`config.mk`:
```
export PLATFORM = sky130hd
export DESIGN_NAME = tia_hsync_sequencer_flat
export DESIGN_NICKNAME = d
export VERILOG_FILES = /design/src/rtl/tia_hsync_if.sv /design/src/rtl/tia_hsync_sequencer.sv /design/src/flat_wrapper.sv
export SDC_FILE = /design/constraint.sdc
export NUM_CORES = 1
export LEC_CHECK = 0
export CORE_MARGIN = 3
export CORE_UTILIZATION = 54
export CTS_CLUSTER_DIAMETER = 120
export DETAILED_ROUTE_END_ITERATION = 8
export HOLD_SLACK_MARGIN = 0.1
export PLACE_DENSITY = 0.88
export SLEW_MARGIN = 20
export SYNTH_ARGS = -nofsm -noshare
export SYNTH_HDL_FRONTEND = slang
export SYNTH_SLANG_ARGS = --single-unit
```
`constraint.sdc`:
```
create_clock -name clk -period 2.8 [get_ports clk]
set_clock_uncertainty 0.05 [all_clocks]
set_input_delay 0.84 -clock clk [delete_from_list [all_inputs] [get_ports clk]]
set_output_delay 0.84 -clock clk [all_outputs]
set_load 0.01 [all_outputs]
```
`src/rtl/tia_hsync_if.sv`:
```
// Strobe and timing-output bundle between the TIA horizontal sequencer and its neighbours.
interface tia_hsync_if;
   // rsync/wsync/hmove are single-clock strobes with no ready: a strobe is taken on the
   // rising clk edge where it is high and must return low before the next edge.
   // All outputs are registered or decoded from registers and valid for the whole clk.
   logic       rsync;
   logic       wsync;
   logic       hmove;
   logic       phi1_en;
   logic       phi2_en;
   logic [5:0] hcount;
   logic       hsync;
   logic       hblank;
   logic       cburst;
   logic       rdy;
   logic       line_start;
   logic [1:0] phase;

   modport master (
      output rsync, wsync, hmove,
      input  phi1_en, phi2_en, hcount, hsync, hblank, cburst, rdy, line_start, phase
   );

   modport slave (
      input  rsync, wsync, hmove,
      output phi1_en, phi2_en, hcount, hsync, hblank, cburst, rdy, line_start, phase
   );
endinterface

```
`src/rtl/tia_hsync_sequencer.sv`:
```
// TIA horizontal timing: phi1/phi2 phase generator, 57-state line counter and the
// HSYNC/CBURST/HBLANK windows with RSYNC, WSYNC and HMOVE handling.
module tia_hsync_sequencer #(
   parameter int LINE_LAST = 56,
   parameter int SET_HS    = 4,
   parameter int RES_HS    = 8,
   parameter int RES_CB    = 12,
   parameter int RES_HB    = 16,
   parameter int LRES_HB   = 18
) (
   input  logic       clk,
   input  logic       r_n,
   tia_hsync_if.slave hs
);

   localparam logic [5:0] LAST_C    = 6'(LINE_LAST);
   localparam logic [5:0] SET_HS_C  = 6'(SET_HS);
   localparam logic [5:0] RES_HS_C  = 6'(RES_HS);
   localparam logic [5:0] RES_CB_C  = 6'(RES_CB);
   localparam logic [5:0] RES_HB_C  = 6'(RES_HB);
   localparam logic [5:0] LRES_HB_C = 6'(LRES_HB);

   logic [1:0] phase_q, phase_d;
   logic [5:0] hcount_q, hcount_d;
   logic       hsync_q, hsync_d;
   logic       hblank_q, hblank_d;
   logic       cburst_q, cburst_d;
   logic       rdy_q, rdy_d;
   logic       line_start_q, line_start_d;
   logic       hmove_pend_q, hmove_pend_d;
   logic [5:0] cnt_nxt;

   // State register
   always_ff @(posedge clk or negedge r_n) begin
      if (!r_n) begin
         phase_q      <= 2'd0;
         hcount_q     <= 6'd0;
         hsync_q      <= 1'b0;
         hblank_q     <= 1'b1;
         cburst_q     <= 1'b0;
         rdy_q        <= 1'b1;
         line_start_q <= 1'b0;
         hmove_pend_q <= 1'b0;
      end else begin
         phase_q      <= phase_d;
         hcount_q     <= hcount_d;
         hsync_q      <= hsync_d;
         hblank_q     <= hblank_d;
         cburst_q     <= cburst_d;
         rdy_q        <= rdy_d;
         line_start_q <= line_start_d;
         hmove_pend_q <= hmove_pend_d;
      end
   end

   assign cnt_nxt = (hcount_q == LAST_C) ? 6'd0 : hcount_q + 6'd1;

   // Next-state logic; window flags decode the count being entered on this phi2 edge
   always_comb begin
      phase_d      = phase_q + 2'd1;
      hcount_d     = hcount_q;
      hsync_d      = hsync_q;
      hblank_d     = hblank_q;
      cburst_d     = cburst_q;
      rdy_d        = rdy_q;
      line_start_d = 1'b0;
      hmove_pend_d = hmove_pend_q;
      if (hs.rsync) begin
         // Re-enter one phase ahead so the first phi2 edge comes two clocks later
         phase_d      = 2'd1;
         hcount_d     = 6'd0;
         hsync_d      = 1'b0;
         hblank_d     = 1'b1;
         cburst_d     = 1'b0;
         rdy_d        = 1'b1;
         line_start_d = 1'b1;
         hmove_pend_d = 1'b0;
      end else begin
         if (phase_q == 2'd2) begin
            hcount_d = cnt_nxt;
            if (cnt_nxt == 6'd0) begin
               hblank_d     = 1'b1;
               hsync_d      = 1'b0;
               cburst_d     = 1'b0;
               line_start_d = 1'b1;
               hmove_pend_d = 1'b0;
               rdy_d        = 1'b1;
            end
            if (cnt_nxt == SET_HS_C) hsync_d = 1'b1;
            if (cnt_nxt == RES_HS_C) begin
               hsync_d  = 1'b0;
               cburst_d = 1'b1;
            end
            if (cnt_nxt == RES_CB_C) cburst_d = 1'b0;
            if (cnt_nxt == RES_HB_C && !hmove_pend_q) hblank_d = 1'b0;
            if (cnt_nxt == LRES_HB_C && hmove_pend_q) hblank_d = 1'b0;
         end
         // Strobes override the wrap-edge clear so they carry into the new line
         if (hs.wsync) rdy_d = 1'b0;
         if (hs.hmove) hmove_pend_d = 1'b1;
      end
   end

   // Output decode
   always_comb begin
      hs.phi1_en    = (phase_q == 2'd0);
      hs.phi2_en    = (phase_q == 2'd2);
      hs.hcount     = hcount_q;
      hs.hsync      = hsync_q;
      hs.hblank     = hblank_q;
      hs.cburst     = cburst_q;
      hs.rdy        = rdy_q;
      hs.line_start = line_start_q;
      hs.phase      = phase_q;
   end

endmodule

```
`src/flat_wrapper.sv`:
```
// flat-port wrapper written by rule: the top's interface ports become plain ports
module tia_hsync_sequencer_flat 
#(
   parameter int LINE_LAST = 56,
   parameter int SET_HS    = 4,
   parameter int RES_HS    = 8,
   parameter int RES_CB    = 12,
   parameter int RES_HB    = 16,
   parameter int LRES_HB   = 18
)
  (clk, r_n, hs_rsync, hs_wsync, hs_hmove, hs_phi1_en, hs_phi2_en, hs_hcount, hs_hsync, hs_hblank, hs_cburst, hs_rdy, hs_line_start, hs_phase);
  tia_hsync_if hs_i ();
  input  logic clk;
  input  logic r_n;
  input wire logic [$bits(hs_i.rsync)-1:0] hs_rsync;
  input wire logic [$bits(hs_i.wsync)-1:0] hs_wsync;
  input wire logic [$bits(hs_i.hmove)-1:0] hs_hmove;
  output wire logic [$bits(hs_i.phi1_en)-1:0] hs_phi1_en;
  output wire logic [$bits(hs_i.phi2_en)-1:0] hs_phi2_en;
  output wire logic [$bits(hs_i.hcount)-1:0] hs_hcount;
  output wire logic [$bits(hs_i.hsync)-1:0] hs_hsync;
  output wire logic [$bits(hs_i.hblank)-1:0] hs_hblank;
  output wire logic [$bits(hs_i.cburst)-1:0] hs_cburst;
  output wire logic [$bits(hs_i.rdy)-1:0] hs_rdy;
  output wire logic [$bits(hs_i.line_start)-1:0] hs_line_start;
  output wire logic [$bits(hs_i.phase)-1:0] hs_phase;
  assign hs_i.rsync = hs_rsync;
  assign hs_i.wsync = hs_wsync;
  assign hs_i.hmove = hs_hmove;
  assign hs_phi1_en = hs_i.phi1_en;
  assign hs_phi2_en = hs_i.phi2_en;
  assign hs_hcount = hs_i.hcount;
  assign hs_hsync = hs_i.hsync;
  assign hs_hblank = hs_i.hblank;
  assign hs_cburst = hs_i.cburst;
  assign hs_rdy = hs_i.rdy;
  assign hs_line_start = hs_i.line_start;
  assign hs_phase = hs_i.phase;
  tia_hsync_sequencer #(.LINE_LAST(LINE_LAST), .SET_HS(SET_HS), .RES_HS(RES_HS), .RES_CB(RES_CB), .RES_HB(RES_HB), .LRES_HB(LRES_HB)) u_core (.clk(clk), .r_n(r_n), .hs(hs_i));
endmodule
```
==> results of run 1 <==
==> state kept, by name, summed over array words and instances, names as in the netlist <==
name                  cells
u_core.hs.line_start      1
u_core.hs.hcount          6
u_core.hmove_pend_q       1
u_core.hs.phase           2
u_core.hs.rdy             1
u_core.hs.cburst          1
u_core.hs.hsync           1
u_core.hs.hblank          1
==> synthesized netlist by cell type (2+ instances only) <==
master     instances
nor3_1             2
mux2i_1            2
dfrtp_1           12
a211oi_1           2
nand4_1            2
inv_1              7
a22oi_1            2
ha_1               5
nand2_1            7
o21ai_0            7
and3b_1            2
a31oi_1            2
nand2b_1           4
and2b_1            2
a21oi_1            5
nor2_1             8
nor2b_1            2
buf_6              3
clkbuf_1           3
dfstp_2            2
o2bb2ai_1          3
or2_2              2
mux2_2             2
nand3_1            2
==> routing by layer <==
layer	vias to the layer above	wire, microns	GRT usage, %
li1	416	-	-
met1	396	885	25.77
met2	40	1056	31.90
met3	2	138	6.116
met4	0	8	3.791
met5	-	0	0
==> metrics by stage <==
stage               instance area (sq um)  util [%]  cells
floorplan                           994.7         -    109
global placement                     1172     72.75    146
detailed placement                   1172     72.75    146
CTS                                  1209     75.00    150
global route                         1209     75.00    150
finish                               1209     75.00    150
==> power breakdown <==
part | switching (mW) | internal [mW] | total (mW)
sequential | 0.0118 | 0.212 | 0.224
clock | 0.0658 | 0.0791 | 0.145
combinational | 0.0379 | 0.0434 | 0.0813
total | 0.116 | 0.334 | 0.450
==> final cells by class <==
cell class	count	area [sq um]
Sequential cell	14	352.8
Tap cell	24	30.03
Clock buffer	4	36.28
Inverter	8	30.03
Fill cell	122	402.9
Timing Repair Buffer	21	205.2
Multi-Input combinational cell	79	554.3
==> worst min-delay path by stage <==
stage | cells past startpoint | start | slack, ns | endpoint
2_1_floorplan | 1 | u_core.hs.phase[0] | 0.44 | u_core.hs.phase[0]
3_3_place_gp | 1 | u_core.hs.phase[0] | 0.40 | u_core.hs.phase[0]
3_5_place_dp | 1 | u_core.hs.phase[0] | 0.44 | u_core.hs.phase[0]
4_1_cts | 1 | u_core.hs.phase[0] | 0.45 | u_core.hs.phase[0]
5_1_grt | 1 | u_core.hs.phase[0] | 0.47 | u_core.hs.phase[0]
6_report | 1 | u_core.hs.phase[0] | 0.44 | u_core.hs.phase[0]
==> logic make-up after synthesis <==
kind of cell / share of synthesized area, %
AOI/OAI and AO/OA: 18.99
xor gates and xnor gates: 2.516
adders and majority gates: 6.289
buffers and inverters: 8.805
DFF: 35.47
muxes: 4.277
and+or+nand+nor: 23.65
==> results.cfg, run 1 <==
[outcome]
status = complete, no violations

[worst_setup_path]
critPathRequiredTime_ns = 1.91
reg2reg_to = u_core.hs.line_start
worstSetupStartpointType = flop
cp.depth = 1
critPathTopFamily = flip-flops
worstPathCellList = clkdlybuf4s50_1
cp_slowest_cell = dfrtp_1
crit_start = u_core.hs.hcount[2]
timing.rr.start = u_core.hs.hcount[0]
r2r_setup_slack_ns = 0.81
crit_end = hs_hcount[2]
critPathArrivalTime_ns = 1.60
endpoint_kind = primary output
rr_worst_depth = 7
path_class = reg2out
path_max_fanout = 19
worst_path_largest_cell_delay_ns = 0.68
critPathBufInv = 1

[floorplan]
die_area_sq_um = 2393
fp.dieH_microns = 48.92
ios = 20
dieWidth_microns = 48.92
start_util_pct = 61.72
core_region_area_sq_um = 1612
rows = 14

[final_layout]
mostFrequentLayoutCells = clkdlybuf4s50_1, dfrtp_1, nor2_1
layout_commonest_cell = clkdlybuf4s50_1
drive_gt1_share_pct = 15.08
n_antenna_cell = 0
final_nets = 137
area_growth_pct = 21.51

[drt]
ant_nets = 0
wirelength_microns = 2088
wl_per_cell_microns = 13.92
drtIter0Drc = 25
firstDrtPassIters = 4
viasPerCell = 5.693
vias = 854
drc_errors = 0

[place]
dp_worst_setup_slack_ns = 0.6448
dp.final_hpwl_microns = 1541
routabilityCongestion = 0.8697
port_buffers = 19

[timing]
report.final.slew_viol_count = 0
hold_viol_final = 0
fmax_ghz = 0.4022
worst_slew_pin_slew_ns = 0.6084
hold_slack_ns = 0.4403
tns_ns = 0
setup_viol = 0
slew_headroom_pct = 59.31
min_period_over_period_pct = 88.79
period_minus_slack_ns = 2.486
worst_slack_ns = 0.3140
rsz0062_at_grt = no

[yosys]
ys_seq_elements = 14
synthFlopType = dfrtp_1
netlist.area_leader.share_pct = 30.19
synth_nets = 119
synth_edf_count = 0
avgSynthCellArea_sq_um = 9.126
yosysWarnings = 0
synth.distinct_cells = 43
synth_area_sq_um = 994.7
synth_area_leader_cell = dfrtp_1
yosysSeqAreaShare_pct = 35.47
synthTopCellsByArea = dfrtp_1, ha_1, dfstp_2, o21ai_0, buf_6
synthArstFlopShare_pct = 100.0
synth_cells = 109

[clock_tree]
cts_setup_buffers = 0
cts_hold_buf = 0
cts_buffers = 3
root_buffer = clkbuf_4
cts_tree = yes
cts_buffer_depth = 2
clock_sinks = 14
cts-resized-gates = 0
clkTransAtPathRegs_ns = 0.09
clkLatencyLatePin_ns = 0.28
h-tree-depth = 1

[power]
p_leak_nw = 0.5156
irDropWorstVdd_uv = 333.7
p_total_uw = 450.0
pwr_density_cell_nw_per_um2 = 372.3

[grt]
grt_max_degree = 20
grt_pass1_wl_microns = 3643
antenna_found_initial = 0
grt_pass1_vias = 760
grt_usage_pct = 19.65
overflow = 0

[worst_hold_path]
hold_class = reg2reg

[job]
max_cap_viol_count = 0
Note: power is estimated with default switching activity, not from simulation.
==> run 2: changes to the inputs <==
--- a/config.mk
+++ b/config.mk
@@ -12,4 +12,5 @@
 export HOLD_SLACK_MARGIN = 0.1
 export PLACE_DENSITY = 0.88
+export SKIP_CTS_REPAIR_TIMING = 1
 export SLEW_MARGIN = 20
 export SYNTH_ARGS = -nofsm -noshare
--- a/constraint.sdc
+++ b/constraint.sdc
@@ -3,3 +3,3 @@
 set_input_delay 0.84 -clock clk [delete_from_list [all_inputs] [get_ports clk]]
 set_output_delay 0.84 -clock clk [all_outputs]
-set_load 0.01 [all_outputs]
+set_load 0.05 [all_outputs]
==> results.cfg, run 2 (synthesized netlist as in run 1, its figures left out) <==
[final_layout]
drive_gt1_share_pct = 16.54
largest_reg_flops = 6
n_antenna_cell = 0
layout_commonest_cell = clkdlybuf4s50_1
regArea_sq_um = 352.8
fillerInstances = 137
fin_area_sq_um = 1214
final_nets = 138
multi_input_area_sq_um = 554.3
area_growth_pct = 22.01
mostFrequentLayoutCells = clkdlybuf4s50_1, dfrtp_1, nor2_1

[timing]
setup_viol = 0
period_minus_slack_ns = 2.631
hold_slack_ns = 0.4237
rsz0062_at_grt = no
slew_headroom_pct = 60.05
worst_slew_pin_slew_ns = 0.5974
hold_viol_final = 0
min_period_over_period_pct = 93.96
tns_ns = 0
fmax_ghz = 0.3801
worst_slack_ns = 0.1691
report.final.slew_viol_count = 0

[clock_tree]
clkLatencyLatePin_ns = 0.27
root_buffer = clkbuf_4
h-tree-depth = 1
cts_buffer_depth = 2
clkTransAtPathRegs_ns = 0.07
cts_buffers = 3
clock_sinks = 14
cts_tree = yes

[place]
dp_worst_setup_slack_ns = 0.4571
place_area_sq_um = 1177
routabilityCongestion = 0.8747
dp.final_hpwl_microns = 1608
port_buffers = 19

[power]
irDropWorstVdd_uv = 407.2
pwr_density_cell_nw_per_um2 = 391.0
p_leak_nw = 0.5229

[floorplan]
die_area_sq_um = 2393
ios = 20
core_region_area_sq_um = 1612
rows = 14
dieWidth_microns = 48.92
start_util_pct = 61.72
fp.dieH_microns = 48.92

[drt]
wirelength_microns = 2062
viasPerCell = 5.444
drc_errors = 0
ant_nets = 0
firstDrtPassIters = 6
drtIter0Drc = 16
vias = 822
wl_per_cell_microns = 13.66

[worst_setup_path]
path_class = reg2out
endpoint_kind = primary output
critPathArrivalTime_ns = 1.74
worstSetupStartpointType = flop
critPathRequiredTime_ns = 1.91
path_max_fanout = 3

[grt]
grt_usage_pct = 19.42
overflow = 0
grt_pass1_wl_microns = 3574
grt_max_degree = 19
antenna_found_initial = 0
grt_pass1_vias = 759

[job]
max_cap_viol_count = 0

[outcome]
status = complete, no violations

[worst_hold_path]
hold_class = reg2reg
## run 2: cell types whose count changed in the layout (fill, tap and decap cells not counted)
cell,change
buf_4,+2
clkdlybuf4s50_1,-1
## run 2: worst paths after layout
kind	from	endpoint	slack (ns)	depth (start not counted)
setup / recovery	u_core.hs.phase[0]	hs_phi1_en	0.17	3
hold reg to reg	u_core.hs.phase[0]	u_core.hs.phase[0]	0.42	1
hold / removal	u_core.hs.phase[0]	u_core.hs.phase[0]	0.42	1
min in group asynchronous	r_n	u_core.hs.hcount[2]	0.89	1
max in group asynchronous	r_n	u_core.hmove_pend_q	1.42	1
setup reg to reg	u_core.hs.hcount[0]	u_core.hs.line_start	0.80	7
## run 2: stage by stage
step                cells  utilization (%)  power, mW
finish                151            75.31     0.4746
floorplan             109                -     0.3019
CTS                   151            75.31     0.4826
global placement      147            73.06     0.3364
detailed placement    147            73.06     0.3407
global route          151            75.31     0.5037
## run 2: worst max-delay path: stages (launching register included)
cell and delay (ns):
dfrtp_1 0.40, inv_1 0.09, ha_1 0.16, clkdlybuf4s50_1 0.82
## run 2: area by class of cell
| type | count | share of cell area (%) |
|---|---|---|
| multi-input cells | 79 | 45.67 |
| flip-flops and latches | 14 | 29.07 |
| repair buffers | 22 | 17.32 |
| clock buffers | 4 | 2.990 |
| inverters | 8 | 2.474 |
| well taps | 24 | 2.474 |
## run 2: routing by layer
metal,global-route usage (%),wire length [microns],vias to the layer above
met3,7.034,111,4
met1,23.52,860,370
met4,5.687,27,0
met5,0,0,-
met2,32.13,1063,27
li1,-,-,421
## run 2: power by group
part	leakage, nW	total [mW]	switching, mW	internal, mW
clock	0.0210	0.138	0.0593	0.0791
sequential	0.179	0.224	0.0118	0.212
combinational	0.322	0.112	0.0696	0.0428
total	0.523	0.475	0.141	0.334
==> run 3: changes to the inputs <==
Settings changed: HOLD_SLACK_MARGIN 0.1 to 0.15, TNS_END_PERCENT set to 20.
==> results of run 3 <==
Final layout, timing and power as in run 2 (identical DEF).
